## src/rtl/branch_resolve_unit_pkg.sv

```systemverilog
`default_nettype none
// ============================================================================
//  Module      : branch_resolve_unit_pkg
//  Description : Shared constants for the branch resolve unit: PC width,
//                condition codes, FSM state encoding and target helper.
//  Revision    : 1.0 - initial release
// ============================================================================
package branch_resolve_unit_pkg;

    localparam int c_pc_w = 16;

    // Branch condition codes
    localparam logic [2:0] c_cond_neq    = 3'b000;
    localparam logic [2:0] c_cond_eq     = 3'b001;
    localparam logic [2:0] c_cond_gt     = 3'b010;
    localparam logic [2:0] c_cond_lt     = 3'b011;
    localparam logic [2:0] c_cond_gte    = 3'b100;
    localparam logic [2:0] c_cond_lte    = 3'b101;
    localparam logic [2:0] c_cond_ovfl   = 3'b110;
    localparam logic [2:0] c_cond_uncond = 3'b111;

    // Resolve FSM state encoding
    localparam int              c_st_w     = 2;
    localparam logic [c_st_w-1:0] c_st_idle  = 2'd0;
    localparam logic [c_st_w-1:0] c_st_wait  = 2'd1;
    localparam logic [c_st_w-1:0] c_st_eval  = 2'd2;
    localparam logic [c_st_w-1:0] c_st_flush = 2'd3;

    // Branch target: modulo-2^16 add, carry out is dropped
    function automatic logic [c_pc_w-1:0] branch_target(
        input logic [c_pc_w-1:0] pc,
        input logic [c_pc_w-1:0] off_sext
    );
        return pc + off_sext;
    endfunction

endpackage
`default_nettype wire

```

## src/rtl/branch_resolve_unit_if.sv

```systemverilog
`default_nettype none
// ============================================================================
//  Module      : branch_resolve_unit_if
//  Description : ALU flag / branch request / redirect bundle between the
//                issue side (master) and the branch resolve unit (slave).
//  Revision    : 1.0 - initial release
// ============================================================================
interface branch_resolve_unit_if
    import branch_resolve_unit_pkg::*;
#(
    parameter int OFF_W = 9
) ();
    // ALU flag side
    logic                fs_issue;
    logic                alu_vld;
    logic                alu_ov;
    logic                alu_zr;
    logic                alu_ne;
    logic                flag_ov;
    logic                flag_zr;
    logic                flag_ne;
    logic                fs_full;
    // Branch request side
    logic                br_vld;
    logic                br_ready;
    logic [2:0]          br_cond;
    logic [c_pc_w-1:0]   br_pc;
    logic [OFF_W-1:0]    br_off;
    // Fetch redirect side
    logic                resolved;
    logic                redirect;
    logic [c_pc_w-1:0]   redirect_pc;
    logic                flush;

    modport master (
        output fs_issue, alu_vld, alu_ov, alu_zr, alu_ne,
        output br_vld, br_cond, br_pc, br_off,
        input  flag_ov, flag_zr, flag_ne, fs_full,
        input  br_ready, resolved, redirect, redirect_pc, flush
    );

    modport slave (
        input  fs_issue, alu_vld, alu_ov, alu_zr, alu_ne,
        input  br_vld, br_cond, br_pc, br_off,
        output flag_ov, flag_zr, flag_ne, fs_full,
        output br_ready, resolved, redirect, redirect_pc, flush
    );
endinterface
`default_nettype wire

```

## src/rtl/branch_resolve_unit_cond_eval.sv

```systemverilog
`default_nettype none
// ============================================================================
//  Module      : br_cond_eval
//  Description : Combinational branch condition evaluator,
//                (cond, Z, V, N) -> taken.
//  Revision    : 1.0 - initial release
// ============================================================================
module br_cond_eval
    import branch_resolve_unit_pkg::*;
(
    input  logic [2:0] cond,
    input  logic       z,
    input  logic       v,
    input  logic       n,
    output logic       taken
);
    // Decode condition code against the supplied flags
    always_comb begin
        taken = 1'b0;
        case (cond)
            c_cond_neq:    taken = !z;
            c_cond_eq:     taken = z;
            c_cond_gt:     taken = !z && !n;
            c_cond_lt:     taken = n;
            c_cond_gte:    taken = z || !n;
            c_cond_lte:    taken = z || n;
            c_cond_ovfl:   taken = v;
            c_cond_uncond: taken = 1'b1;
        endcase
    end
endmodule
`default_nettype wire

```

## src/rtl/branch_resolve_unit.sv

```systemverilog
`default_nettype none
// ============================================================================
//  Module      : branch_resolve_unit
//  Description : Holds the architectural Z/V/N flags, counts in-flight
//                flag-setting ops and resolves conditional branches,
//                producing a one-cycle redirect and a multi-cycle flush.
//                Optional macro BRANCH_FWD_EN: resolve straight from the ALU
//                flags when the last outstanding op retires during WAIT.
//  Revision    : 1.0 - initial release
// ============================================================================
module branch_resolve_unit
    import branch_resolve_unit_pkg::*;
#(
    parameter int MAX_PEND  = 3,
    parameter int FLUSH_CYC = 2,
    parameter int OFF_W     = 9
) (
    input  logic                 clk,
    input  logic                 rst_n,
    branch_resolve_unit_if.slave bus
);
    localparam int                PEND_W       = $clog2(MAX_PEND + 1);
    localparam int                FCNT_W       = $clog2(FLUSH_CYC + 1);
    localparam logic [PEND_W-1:0] c_pend_max   = PEND_W'(MAX_PEND);
    localparam logic [FCNT_W-1:0] c_flush_init = FCNT_W'(FLUSH_CYC);

    logic [c_st_w-1:0] r_state, w_state_nxt;
    logic [PEND_W-1:0] r_pend;
    logic [FCNT_W-1:0] r_fcnt;
    logic              r_flag_ov, r_flag_zr, r_flag_ne;
    logic [2:0]        r_cond;
    logic [c_pc_w-1:0] r_pc;
    logic [OFF_W-1:0]  r_off;
    logic              r_resolved, r_redirect, r_flush;
    logic [c_pc_w-1:0] r_redirect_pc;
    logic              w_resolved_nxt, w_redirect_nxt, w_flush_nxt;
    logic [c_pc_w-1:0] w_redirect_pc_nxt;
    logic              w_accept, w_fwd, w_taken;
    logic              w_eval_z, w_eval_v, w_eval_n;
    logic [c_pc_w-1:0] w_off_sext;

    assign w_accept   = bus.br_vld && bus.br_ready;
    assign w_off_sext = c_pc_w'($signed(r_off));

`ifdef BRANCH_FWD_EN
    // Last outstanding op retiring with no new issue: its flags are final
    assign w_fwd    = (r_state == c_st_wait) && (r_pend == PEND_W'(1)) &&
                      bus.alu_vld && !bus.fs_issue;
    assign w_eval_z = w_fwd ? bus.alu_zr : r_flag_zr;
    assign w_eval_v = w_fwd ? bus.alu_ov : r_flag_ov;
    assign w_eval_n = w_fwd ? bus.alu_ne : r_flag_ne;
`else
    assign w_fwd    = 1'b0;
    assign w_eval_z = r_flag_zr;
    assign w_eval_v = r_flag_ov;
    assign w_eval_n = r_flag_ne;
`endif

    br_cond_eval u_cond_eval (
        .cond  (r_cond),
        .z     (w_eval_z),
        .v     (w_eval_v),
        .n     (w_eval_n),
        .taken (w_taken)
    );

    // Architectural flags: capture on ALU retire, hold otherwise
    always_ff @(posedge clk or negedge rst_n) begin
        if (!rst_n) begin
            r_flag_ov <= 1'b0;
            r_flag_zr <= 1'b0;
            r_flag_ne <= 1'b0;
        end else if (bus.alu_vld) begin
            r_flag_ov <= bus.alu_ov;
            r_flag_zr <= bus.alu_zr;
            r_flag_ne <= bus.alu_ne;
        end
    end

    // In-flight counter: simultaneous issue/retire cancel, saturates both ends
    always_ff @(posedge clk or negedge rst_n) begin
        if (!rst_n) begin
            r_pend <= '0;
        end else if (bus.fs_issue && !bus.alu_vld && (r_pend != c_pend_max)) begin
            r_pend <= r_pend + 1'b1;
        end else if (bus.alu_vld && !bus.fs_issue && (r_pend != '0)) begin
            r_pend <= r_pend - 1'b1;
        end
    end

    // Latch the branch request on handshake
    always_ff @(posedge clk or negedge rst_n) begin
        if (!rst_n) begin
            r_cond <= '0;
            r_pc   <= '0;
            r_off  <= '0;
        end else if (w_accept) begin
            r_cond <= bus.br_cond;
            r_pc   <= bus.br_pc;
            r_off  <= bus.br_off;
        end
    end

    // Flush length counter: load on FLUSH entry, count down while in FLUSH
    always_ff @(posedge clk or negedge rst_n) begin
        if (!rst_n) begin
            r_fcnt <= '0;
        end else if ((r_state != c_st_flush) && (w_state_nxt == c_st_flush)) begin
            r_fcnt <= c_flush_init;
        end else if (r_state == c_st_flush) begin
            r_fcnt <= r_fcnt - 1'b1;
        end
    end

    // FSM state register
    always_ff @(posedge clk or negedge rst_n) begin
        if (!rst_n) begin
            r_state <= c_st_idle;
        end else begin
            r_state <= w_state_nxt;
        end
    end

    // FSM next-state: branch waits until no flag-setting op is outstanding
    always_comb begin
        w_state_nxt = r_state;
        case (r_state)
            c_st_idle: begin
                if (w_accept) begin
                    w_state_nxt = ((r_pend == '0) && !bus.alu_vld) ? c_st_eval : c_st_wait;
                end
            end
            c_st_wait: begin
                if (w_fwd) begin
                    w_state_nxt = w_taken ? c_st_flush : c_st_idle;
                end else if (r_pend == '0) begin
                    w_state_nxt = c_st_eval;
                end
            end
            c_st_eval:  w_state_nxt = w_taken ? c_st_flush : c_st_idle;
            c_st_flush: begin
                if (r_fcnt == FCNT_W'(1)) begin
                    w_state_nxt = c_st_idle;
                end
            end
            default:    w_state_nxt = c_st_idle;
        endcase
    end

    // FSM outputs: next values for the registered resolve/redirect/flush
    always_comb begin
        w_resolved_nxt    = 1'b0;
        w_redirect_nxt    = 1'b0;
        w_redirect_pc_nxt = r_redirect_pc;
        w_flush_nxt       = (r_state == c_st_flush);
        if ((r_state == c_st_eval) || w_fwd) begin
            w_resolved_nxt    = 1'b1;
            w_redirect_nxt    = w_taken;
            w_redirect_pc_nxt = branch_target(r_pc, w_off_sext);
        end
    end

    // Output registers; flush lags FLUSH state by one so it follows redirect
    always_ff @(posedge clk or negedge rst_n) begin
        if (!rst_n) begin
            r_resolved    <= 1'b0;
            r_redirect    <= 1'b0;
            r_redirect_pc <= '0;
            r_flush       <= 1'b0;
        end else begin
            r_resolved    <= w_resolved_nxt;
            r_redirect    <= w_redirect_nxt;
            r_redirect_pc <= w_redirect_pc_nxt;
            r_flush       <= w_flush_nxt;
        end
    end

    assign bus.flag_ov     = r_flag_ov;
    assign bus.flag_zr     = r_flag_zr;
    assign bus.flag_ne     = r_flag_ne;
    assign bus.fs_full     = (r_pend == c_pend_max);
    assign bus.br_ready    = (r_state == c_st_idle);
    assign bus.resolved    = r_resolved;
    assign bus.redirect    = r_redirect;
    assign bus.redirect_pc = r_redirect_pc;
    assign bus.flush       = r_flush;

endmodule
`default_nettype wire
```

## src/flat_wrapper.sv

```systemverilog
// flat-port wrapper written by rule: the top's interface ports become plain ports
module branch_resolve_unit_flat import branch_resolve_unit_pkg::*;
#(
    parameter int MAX_PEND  = 3,
    parameter int FLUSH_CYC = 2,
    parameter int OFF_W     = 9
)
  (clk, rst_n, bus_fs_issue, bus_alu_vld, bus_alu_ov, bus_alu_zr, bus_alu_ne, bus_br_vld, bus_br_cond, bus_br_pc, bus_br_off, bus_flag_ov, bus_flag_zr, bus_flag_ne, bus_fs_full, bus_br_ready, bus_resolved, bus_redirect, bus_redirect_pc, bus_flush);
  branch_resolve_unit_if #(.OFF_W(OFF_W)) bus_i ();
  input  logic clk;
  input  logic rst_n;
  input wire logic [$bits(bus_i.fs_issue)-1:0] bus_fs_issue;
  input wire logic [$bits(bus_i.alu_vld)-1:0] bus_alu_vld;
  input wire logic [$bits(bus_i.alu_ov)-1:0] bus_alu_ov;
  input wire logic [$bits(bus_i.alu_zr)-1:0] bus_alu_zr;
  input wire logic [$bits(bus_i.alu_ne)-1:0] bus_alu_ne;
  input wire logic [$bits(bus_i.br_vld)-1:0] bus_br_vld;
  input wire logic [$bits(bus_i.br_cond)-1:0] bus_br_cond;
  input wire logic [$bits(bus_i.br_pc)-1:0] bus_br_pc;
  input wire logic [$bits(bus_i.br_off)-1:0] bus_br_off;
  output wire logic [$bits(bus_i.flag_ov)-1:0] bus_flag_ov;
  output wire logic [$bits(bus_i.flag_zr)-1:0] bus_flag_zr;
  output wire logic [$bits(bus_i.flag_ne)-1:0] bus_flag_ne;
  output wire logic [$bits(bus_i.fs_full)-1:0] bus_fs_full;
  output wire logic [$bits(bus_i.br_ready)-1:0] bus_br_ready;
  output wire logic [$bits(bus_i.resolved)-1:0] bus_resolved;
  output wire logic [$bits(bus_i.redirect)-1:0] bus_redirect;
  output wire logic [$bits(bus_i.redirect_pc)-1:0] bus_redirect_pc;
  output wire logic [$bits(bus_i.flush)-1:0] bus_flush;
  assign bus_i.fs_issue = bus_fs_issue;
  assign bus_i.alu_vld = bus_alu_vld;
  assign bus_i.alu_ov = bus_alu_ov;
  assign bus_i.alu_zr = bus_alu_zr;
  assign bus_i.alu_ne = bus_alu_ne;
  assign bus_i.br_vld = bus_br_vld;
  assign bus_i.br_cond = bus_br_cond;
  assign bus_i.br_pc = bus_br_pc;
  assign bus_i.br_off = bus_br_off;
  assign bus_flag_ov = bus_i.flag_ov;
  assign bus_flag_zr = bus_i.flag_zr;
  assign bus_flag_ne = bus_i.flag_ne;
  assign bus_fs_full = bus_i.fs_full;
  assign bus_br_ready = bus_i.br_ready;
  assign bus_resolved = bus_i.resolved;
  assign bus_redirect = bus_i.redirect;
  assign bus_redirect_pc = bus_i.redirect_pc;
  assign bus_flush = bus_i.flush;
  branch_resolve_unit #(.MAX_PEND(MAX_PEND), .FLUSH_CYC(FLUSH_CYC), .OFF_W(OFF_W)) u_core (.clk(clk), .rst_n(rst_n), .bus(bus_i));
endmodule
```

## config.mk

```make
export PLATFORM = sky130hd
export DESIGN_NAME = branch_resolve_unit_flat
export DESIGN_NICKNAME = d
export VERILOG_FILES = /design/src/rtl/branch_resolve_unit_pkg.sv /design/src/rtl/branch_resolve_unit_if.sv /design/src/rtl/branch_resolve_unit_cond_eval.sv /design/src/rtl/branch_resolve_unit.sv /design/src/flat_wrapper.sv
export SDC_FILE = /design/constraint.sdc
export NUM_CORES = 1
export LEC_CHECK = 0
export BUFFER_PORTS_ARGS = -buffer_cell sky130_fd_sc_hd__buf_2
export CORE_MARGIN = 5
export CORE_UTILIZATION = 30
export CTS_BUF_LIST = sky130_fd_sc_hd__clkbuf_16
export CTS_CLUSTER_DIAMETER = 80
export DETAILED_ROUTE_END_ITERATION = 6
export GPL_ROUTABILITY_DRIVEN = 0
export HOLD_SLACK_MARGIN = 0.1
export PLACE_DENSITY = 0.54
export SYNTH_ARGS = -nofsm -noshare
export SYNTH_HDL_FRONTEND = slang
export SYNTH_SLANG_ARGS = --single-unit
```

## constraint.sdc

```tcl
create_clock -name clk -period 2.2 [get_ports clk]
set_clock_uncertainty 0.15 [all_clocks]
set_input_delay 0.44 -clock clk [delete_from_list [all_inputs] [get_ports clk]]
set_output_delay 0.44 -clock clk [all_outputs]
set_load 0.005 [all_outputs]
```

==> results of run 1 <==
## area by class of cell
| cell class | count | area (µm²) | area share, % |
|---|---|---|---|
| well taps | 133 | 166.4 | 4.481 |
| clock buffers | 5 | 125.1 | 3.369 |
| clock inverters | 3 | 18.77 | 0.5054 |
| inverters | 7 | 26.28 | 0.7075 |
| repair buffers | 72 | 420.4 | 11.32 |
| flip-flops and latches | 56 | 1401 | 37.74 |
| multi-input cells | 199 | 1555 | 41.88 |
## worst paths after layout
kind	startpoint	end	slack [ps]	depth (start not counted)
max	u_core.r_off[5]$_DFFE_PN0P_	u_core.bus.redirect_pc[14]$_DFFE_PN0P_	70	6
min	bus_br_pc[1]	u_core.r_pc[1]$_DFFE_PN0P_	210	3
max reg2reg	u_core.r_off[5]$_DFFE_PN0P_	u_core.bus.redirect_pc[14]$_DFFE_PN0P_	70	6
min reg2reg	u_core.bus.redirect_pc[13]$_DFFE_PN0P_	u_core.bus.redirect_pc[13]$_DFFE_PN0P_	320	2
max in group asynchronous	rst_n	u_core.r_pc[13]$_DFFE_PN0P_	860	3
min in group asynchronous	rst_n	u_core.r_pc[3]$_DFFE_PN0P_	510	2
## worst reg2reg max path, stage by stage (launching register included)
cell	delay (ps)
dfrtp_1	380
ha_1	310
a21o_1	200
or3_4	340
o21ba_4	210
nand2b_1	130
a211o_1	290
## per-layer routing
metal	GRT usage, %	part of all wire [%]	vias up
li1	-	-	1130
met1	15.53	49	1027
met2	16.96	45	41
met3	2.936	4.9	5
met4	3.473	1.0	0
met5	0	0	-
## layout by cell type, fill, tap and decap left out, drive strengths merged, types with 3 or more instances in the layout
master  netlist  final
a211o         3      3
a211oi        5      5
a21o          5      5
a21oi         9      9
and2          4      4
buf           5     71
clkbuf        4      5
clkinv        0      3
dfrtp        56     56
ha           16     16
inv           7      7
mux2         30     30
nand2        27     27
nand2b        7      7
nand3         3      3
nand4         3      3
nor2          8      8
nor2b         3      3
nor3b         3      3
o211ai        6      6
o21a          4      4
o21ai        24     24
xor2          8      8
## state kept, by name (all words and copies together) (netlist names)
signal,flops
u_core.bus.flag_ne,1
u_core.bus.flag_ov,1
u_core.bus.flag_zr,1
u_core.bus.flush,1
u_core.bus.redirect,1
u_core.bus.redirect_pc,16
u_core.bus.resolved,1
u_core.r_cond,3
u_core.r_fcnt,2
u_core.r_off,9
u_core.r_pc,16
u_core.r_pend,2
u_core.r_state,2
## per-stage QoR
stage / worst slack [ps] / util [%] / power [mW] / area [µm²]
2_1_floorplan: 52.20 / - / 3.873 / 2963
3_3_place_gp: -0.2214 / 36.07 / 4.731 / 3493
3_5_place_dp: -51.27 / 36.07 / 4.781 / 3493
4_1_cts: 3.061 / 37.95 / 5.654 / 3675
5_1_grt: -4.324 / 38.35 / 6.278 / 3714
6_report: 74.35 / 38.35 / 5.691 / 3714
## logic make-up (layout without fill, tap and decap cells)
| family | Yosys count | in the layout | share of synthesized area (%) |
|---|---|---|---|
| compound gates | 71 | 71 | 16.01 |
| xor+xnor | 10 | 10 | 2.956 |
| buf+inv | 16 | 87 | 2.196 |
| mux | 32 | 32 | 12.08 |
| simple gates | 69 | 69 | 12.04 |
| fa+ha+maj | 17 | 17 | 7.432 |
| flops | 56 | 56 | 47.30 |
## repair_timing
item,in CTS,in global routing
buffers inserted,0,1
endpoints found under the setup margin,2,7
pin swaps,1,1
gates resized for setup,6,9
hold buffers,1,0
hold endpoints to repair,20,0
## power by group through the flow
stage | Sequential [mW] | Combinational [mW] | Clock, mW
floorplan | 1.76 | 2.11 | 0
global placement | 1.81 | 2.92 | 0
detailed placement | 1.84 | 2.95 | 0
CTS | 1.82 | 3.03 | 0.808
global route | 1.88 | 3.55 | 0.854
finish | 1.81 | 3.10 | 0.783
==> results.py, run 1 <==
metrics = {
    "logic_synthesis": {
        "ys_seq_area_share_pct": 47.30,
        "yosys.area.top_type": "dfrtp_1",
        "ys_ff_latch": 56,
        "avgSynthCellArea_um2": 10.93,
        "synth_most_common_cell": "dfrtp_1",
        "synth_cell_types": 50,
        "synthDominantCellAreaShare_pct": 47.30,
        "synth_cells": 271,
        "ys_top_cells_by_count": "dfrtp_1, mux2_2, nand2_1, o21ai_0, ha_1",
        "syn_area_um2": 2963,
        "synth_warnings": 0,
        "synth_edf_count": 0,
        "ys_async_sr_fraction_pct": 100.0,
        "synth.top_cells.by_area": "dfrtp_1, mux2_2, ha_1",
        "synth_nets": 324,
        "ys.flop_type": "dfrtp_1",
    },
    "clock_network": {
        "cts_buffers": 5,
        "clkTransAtPathRegs_ps": 70,
        "htree_levels": 2,
        "cts_tree": "done",
        "root_buffer": "clkbuf_16",
        "cts.path.max_buffers": 2,
        "clkLatencyLatePin_ps": 290,
        "cts_sinks": 56,
    },
    "sta": {
        "tns_ps": 0,
        "finalMaxSlewViolations": 0,
        "max_freq_ghz": 0.4704,
        "setup_violations": 0,
        "worst_pin_slew_ps": 532.9,
        "fin_hold_ws_ps": 205.5,
        "layout_min_cycle_time_ps": 2126,
        "fin_crit_sh_pct": 96.62,
        "slew_headroom_pct": 64.47,
        "finalHoldViolations": 0,
    },
    "detailed_routing": {
        "routed_wl_mm": 6.254,
        "drt_iter0_markers": 88,
        "first_pass_iters": 4,
        "drc_errors": 0,
        "ant_nets": 0,
        "wl_per_cell_um": 13.17,
        "vias": 2203,
        "vias_per_cell": 4.638,
    },
    "cells_and_area": {
        "area_growth_pct": 25.34,
        "final_cells": 475,
        "finalNetCount": 394,
        "diodes": 0,
        "fillers": 972,
        "drive_gt1_share_pct": 36.84,
    },
    "die": {
        "floorplan.initialDensity_pct": 30.59,
        "dieArea_um2": 11960,
        "die-width_um": 109.4,
        "ios": 60,
        "rows": 36,
        "fp.coreArea_um2": 9684,
        "die_height_um": 109.4,
    },
    "power": {
        "pwr-share-comb_pct": 54.5,
        "ir_worst_vdd_v": 0.0005037,
        "p_switching_mw": 2.238,
        "power.density_nw_per_um2": 1533,
        "p_leak_nw": 1.695,
        "power_frac_clock_pct": 13.8,
        "swShare_pct": 39.32,
        "intPower_mw": 3.453,
        "seqPwrFrac_pct": 31.7,
    },
    "worst_setup_path": {
        "slowest_delay_ps": 380,
        "worst_setup_path_end_kind": "flop",
        "slowest_stage": "dfrtp_1",
        "critPathTopFamily": "compound AO/OA/AOI/OAI gates",
        "cp.arrival_ps": 2150,
        "cp_cell_sequence": "ha_1, a21o_1, or3_4, o21ba_4, nand2b_1, a211o_1",
        "cp_max_fo": 4,
        "worstSetupPathType": "flop to flop",
        "crit_required_ps": 2230,
        "start_kind": "flop",
        "worst-path-buf-inv": 0,
    },
    "hold_path": {
        "hold_path.class": "primary input to flop",
    },
    "grt": {
        "grt_usage_pct": 11.16,
        "grt_max_degree": 31,
        "grt_pass1_wl_mm": 10.65,
        "grt_pass1_vias": 2192,
        "grt.overflow.total": 0,
        "antenna_found_initial": 0,
    },
    "placed_design": {
        "place_inst": 465,
        "port_buffers": 59,
        "dp_hpwl_mm": 4.928,
    },
    "flow_run": {
        "cap_violations": 0,
    },
    "status": {
        "outcome": "completed",
    },
}
No activity file was read; power rests on OpenSTA's default activity.
==> inputs of run 2 (changes only) <==
--- a/config.mk
+++ b/config.mk
@@ -6,6 +6,8 @@
 export NUM_CORES = 1
 export LEC_CHECK = 0
 export BUFFER_PORTS_ARGS = -buffer_cell sky130_fd_sc_hd__buf_2
+export CELL_PAD_IN_SITES_DETAIL_PLACEMENT = 1
+export CELL_PAD_IN_SITES_GLOBAL_PLACEMENT = 1
 export CORE_MARGIN = 5
 export CORE_UTILIZATION = 30
 export CTS_BUF_LIST = sky130_fd_sc_hd__clkbuf_16
@@ -13,7 +15,7 @@
 export DETAILED_ROUTE_END_ITERATION = 6
 export GPL_ROUTABILITY_DRIVEN = 0
 export HOLD_SLACK_MARGIN = 0.1
-export PLACE_DENSITY = 0.54
+export PLACE_DENSITY = 0.62
 export SYNTH_ARGS = -nofsm -noshare
 export SYNTH_HDL_FRONTEND = slang
 export SYNTH_SLANG_ARGS = --single-unit
==> constraint.sdc (replaced) <==
create_clock -name clk -period 2.1 [get_ports clk]
set_clock_uncertainty 0.15 [all_clocks]
set_input_delay 0.42 -clock clk [delete_from_list [all_inputs] [get_ports clk]]
set_output_delay 0.42 -clock clk [all_outputs]
set_load 0.005 [all_outputs]
==> run 2 against run 1 <==
  * The flow now finishes with violations (setup timing)
  * Clock power is 19% higher
  * Cell count is 2.1% higher
  * Hold slack worse by 16 ps
  * Utilization is 1.1 points higher
  * Sequential cell count stayed put
==> results.py, run 2 (synthesis results as in run 1) <==
metrics = {
    "sta": {
        "setup_violations": 2,
        "fin_hold_ws_ps": 189.2,
        "finalMaxSlewViolations": 0,
        "slew_headroom_pct": 61.59,
        "tns_ps": -28.89,
        "setup_ws_ps": -15.50,
        "worst_pin_slew_ps": 576.2,
        "rsz0062_at_grt": "true",
        "layout_min_cycle_time_ps": 2116,
        "finalHoldViolations": 0,
        "max_freq_ghz": 0.4727,
        "fin_crit_sh_pct": 100.7,
    },
    "detailed_routing": {
        "routed_wl_mm": 7.217,
        "ant_nets": 0,
        "drt_iter0_markers": 32,
        "wl_per_cell_um": 14.88,
        "vias_per_cell": 4.796,
        "drc_errors": 0,
        "vias": 2326,
        "first_pass_iters": 4,
    },
    "clock_network": {
        "cts_sinks": 56,
        "htree_levels": 2,
        "clkTransAtPathRegs_ps": 70,
        "cts_buffers": 5,
        "cts.path.max_buffers": 2,
        "clkLatencyLatePin_ps": 290,
        "cts_tree": "done",
        "root_buffer": "clkbuf_16",
    },
    "power": {
        "intPower_mw": 3.918,
        "p_leak_nw": 1.753,
        "seqPwrFrac_pct": 29.4,
        "swShare_pct": 39.15,
        "p_switching_mw": 2.521,
        "ir_worst_vdd_v": 0.0005798,
        "power.density_nw_per_um2": 1684,
        "power_mw": 6.439,
        "pwr-share-comb_pct": 56.2,
        "power_frac_clock_pct": 14.4,
    },
    "cells_and_area": {
        "design_area_um2": 3822,
        "drive_gt1_share_pct": 38.35,
        "final_cells": 485,
        "diodes": 0,
        "layout_commonest_cell": "buf_2",
        "fin_util_pct": 39.47,
        "fillers": 1094,
        "final_cell_mix": "buf_2, dfrtp_1, mux2_2, nand2_1, o21ai_0",
        "finalNetCount": 404,
        "area_growth_pct": 29.01,
    },
    "die": {
        "rows": 36,
        "die-width_um": 109.4,
        "fp.coreArea_um2": 9684,
        "die_height_um": 109.4,
        "dieArea_um2": 11960,
        "floorplan.initialDensity_pct": 30.59,
        "ios": 60,
    },
    "worst_setup_path": {
        "critPathTopFamily": "compound AO/OA/AOI/OAI gates",
        "cp_max_fo": 4,
        "worst-path-buf-inv": 0,
        "start_kind": "flop",
        "cp.arrival_ps": 2120,
        "cp_cell_sequence": "ha_1, a2111oi_2, o21ai_2, a41oi_2, xor2_1, o21ai_0",
        "r2r_slack_ps": -20,
        "reg2reg_depth": 6,
        "slowest_delay_ps": 440,
        "crit_required_ps": 2110,
        "rr_endpoint": "u_core.bus.redirect_pc[9]$_DFFE_PN0P_",
        "worst_setup_path_end_kind": "flop",
        "worstSetupPathType": "flop to flop",
        "rr_startpoint": "u_core.r_off[6]$_DFFE_PN0P_",
        "slowest_stage": "a2111oi_2",
    },
    "hold_path": {
        "min_to": "u_core.r_pc[1]$_DFFE_PN0P_",
        "hold_path.class": "primary input to flop",
        "min_path_cells": 3,
        "min_from": "bus_br_pc[1]",
    },
    "placed_design": {
        "place_area_um2": 3557,
        "dp_hpwl_mm": 5.574,
        "port_buffers": 59,
        "place_inst": 472,
        "dp_slack_ps": -149.8,
    },
    "flow_run": {
        "cap_violations": 0,
    },
    "status": {
        "outcome": "complete, but fails checks",
        "violations": "setup timing",
    },
    "grt": {
        "grt_max_degree": 35,
        "grt_pass1_wl_mm": 12.31,
        "antenna_found_initial": 1,
        "grt.overflow.total": 0,
        "grt_usage_pct": 12.93,
        "grt_pass1_vias": 2514,
    },
}
[run 2: changes by cell type in the layout (fill, tap and decap cells not counted), moves of 2 or more]
| cell | before | now |
|---|---|---|
| buf_4 | 10 | 20 |
| ha_2 | 4 | 2 |
| ha_1 | 12 | 14 |
| clkinv_1 | 0 | 2 |
| clkinv_2 | 2 | 0 |
[run 2: worst register-to-register path, stage by stage (launching register included)]
cell and delay [ps]:
dfrtp_1 380, ha_1 330, a2111oi_2 440, o21ai_2 150, a41oi_2 230, xor2_1 200
o21ai_0 110
[run 2: final cells by class]
class / count / area [µm²] / area share (%)
clock inverter: 3 / 37.54 / 0.9820
clock buffer: 5 / 125.1 / 3.273
inverter: 7 / 26.28 / 0.6874
multi-input combinational: 199 / 1570 / 41.08
timing repair buffer: 82 / 495.5 / 12.96
sequential: 56 / 1401 / 36.66
tap: 133 / 166.4 / 4.354
[run 2: how the worst max path moves through the flow]
stage	from	end	slack, ps	depth (start not counted)
finish	u_core.r_off[6]$_DFFE_PN0P_	u_core.bus.redirect_pc[9]$_DFFE_PN0P_	-20	6
floorplan	u_core.r_off[0]$_DFFE_PN0P_	u_core.bus.redirect_pc[14]$_DFFE_PN0P_	10	8
detailed placement	u_core.r_off[6]$_DFFE_PN0P_	u_core.bus.redirect_pc[9]$_DFFE_PN0P_	-150	6
global placement	u_core.r_off[6]$_DFFE_PN0P_	u_core.bus.redirect_pc[9]$_DFFE_PN0P_	-90	6
CTS	u_core.r_off[0]$_DFFE_PN0P_	u_core.bus.redirect_pc[14]$_DFFE_PN0P_	-10	8
global route	u_core.r_off[0]$_DFFE_PN0P_	u_core.bus.redirect_pc[14]$_DFFE_PN0P_	-110	8
[run 2: power groups by stage]
stage	clock network [mW]	registers [mW]	logic, mW
3_3_place_gp	0	1.90	3.29
5_1_grt	1.01	1.97	4.08
4_1_cts	0.960	1.91	3.59
6_report	0.928	1.89	3.62
3_5_place_dp	0	1.93	3.36
2_1_floorplan	0	1.85	2.25
[run 2: timing repair]
action / CTS / global route
endpoints found under the hold margin: 22 / 0
hold buffers: 1 / 0
setup buffers: 1 / 3
gates resized for setup: 13 / 3
setup endpoints to repair: 8 / 8
pin swaps: 6 / 9
[run 2: per-layer routing]
layer | global-route usage (%) | part of all wire, % | vias up
met4 | 2.939 | 0.94 | 2
met1 | 17.21 | 46 | 1131
met5 | 0 | 0.18 | -
met2 | 21.27 | 48 | 37
li1 | - | - | 1146
met3 | 3.171 | 5.0 | 10
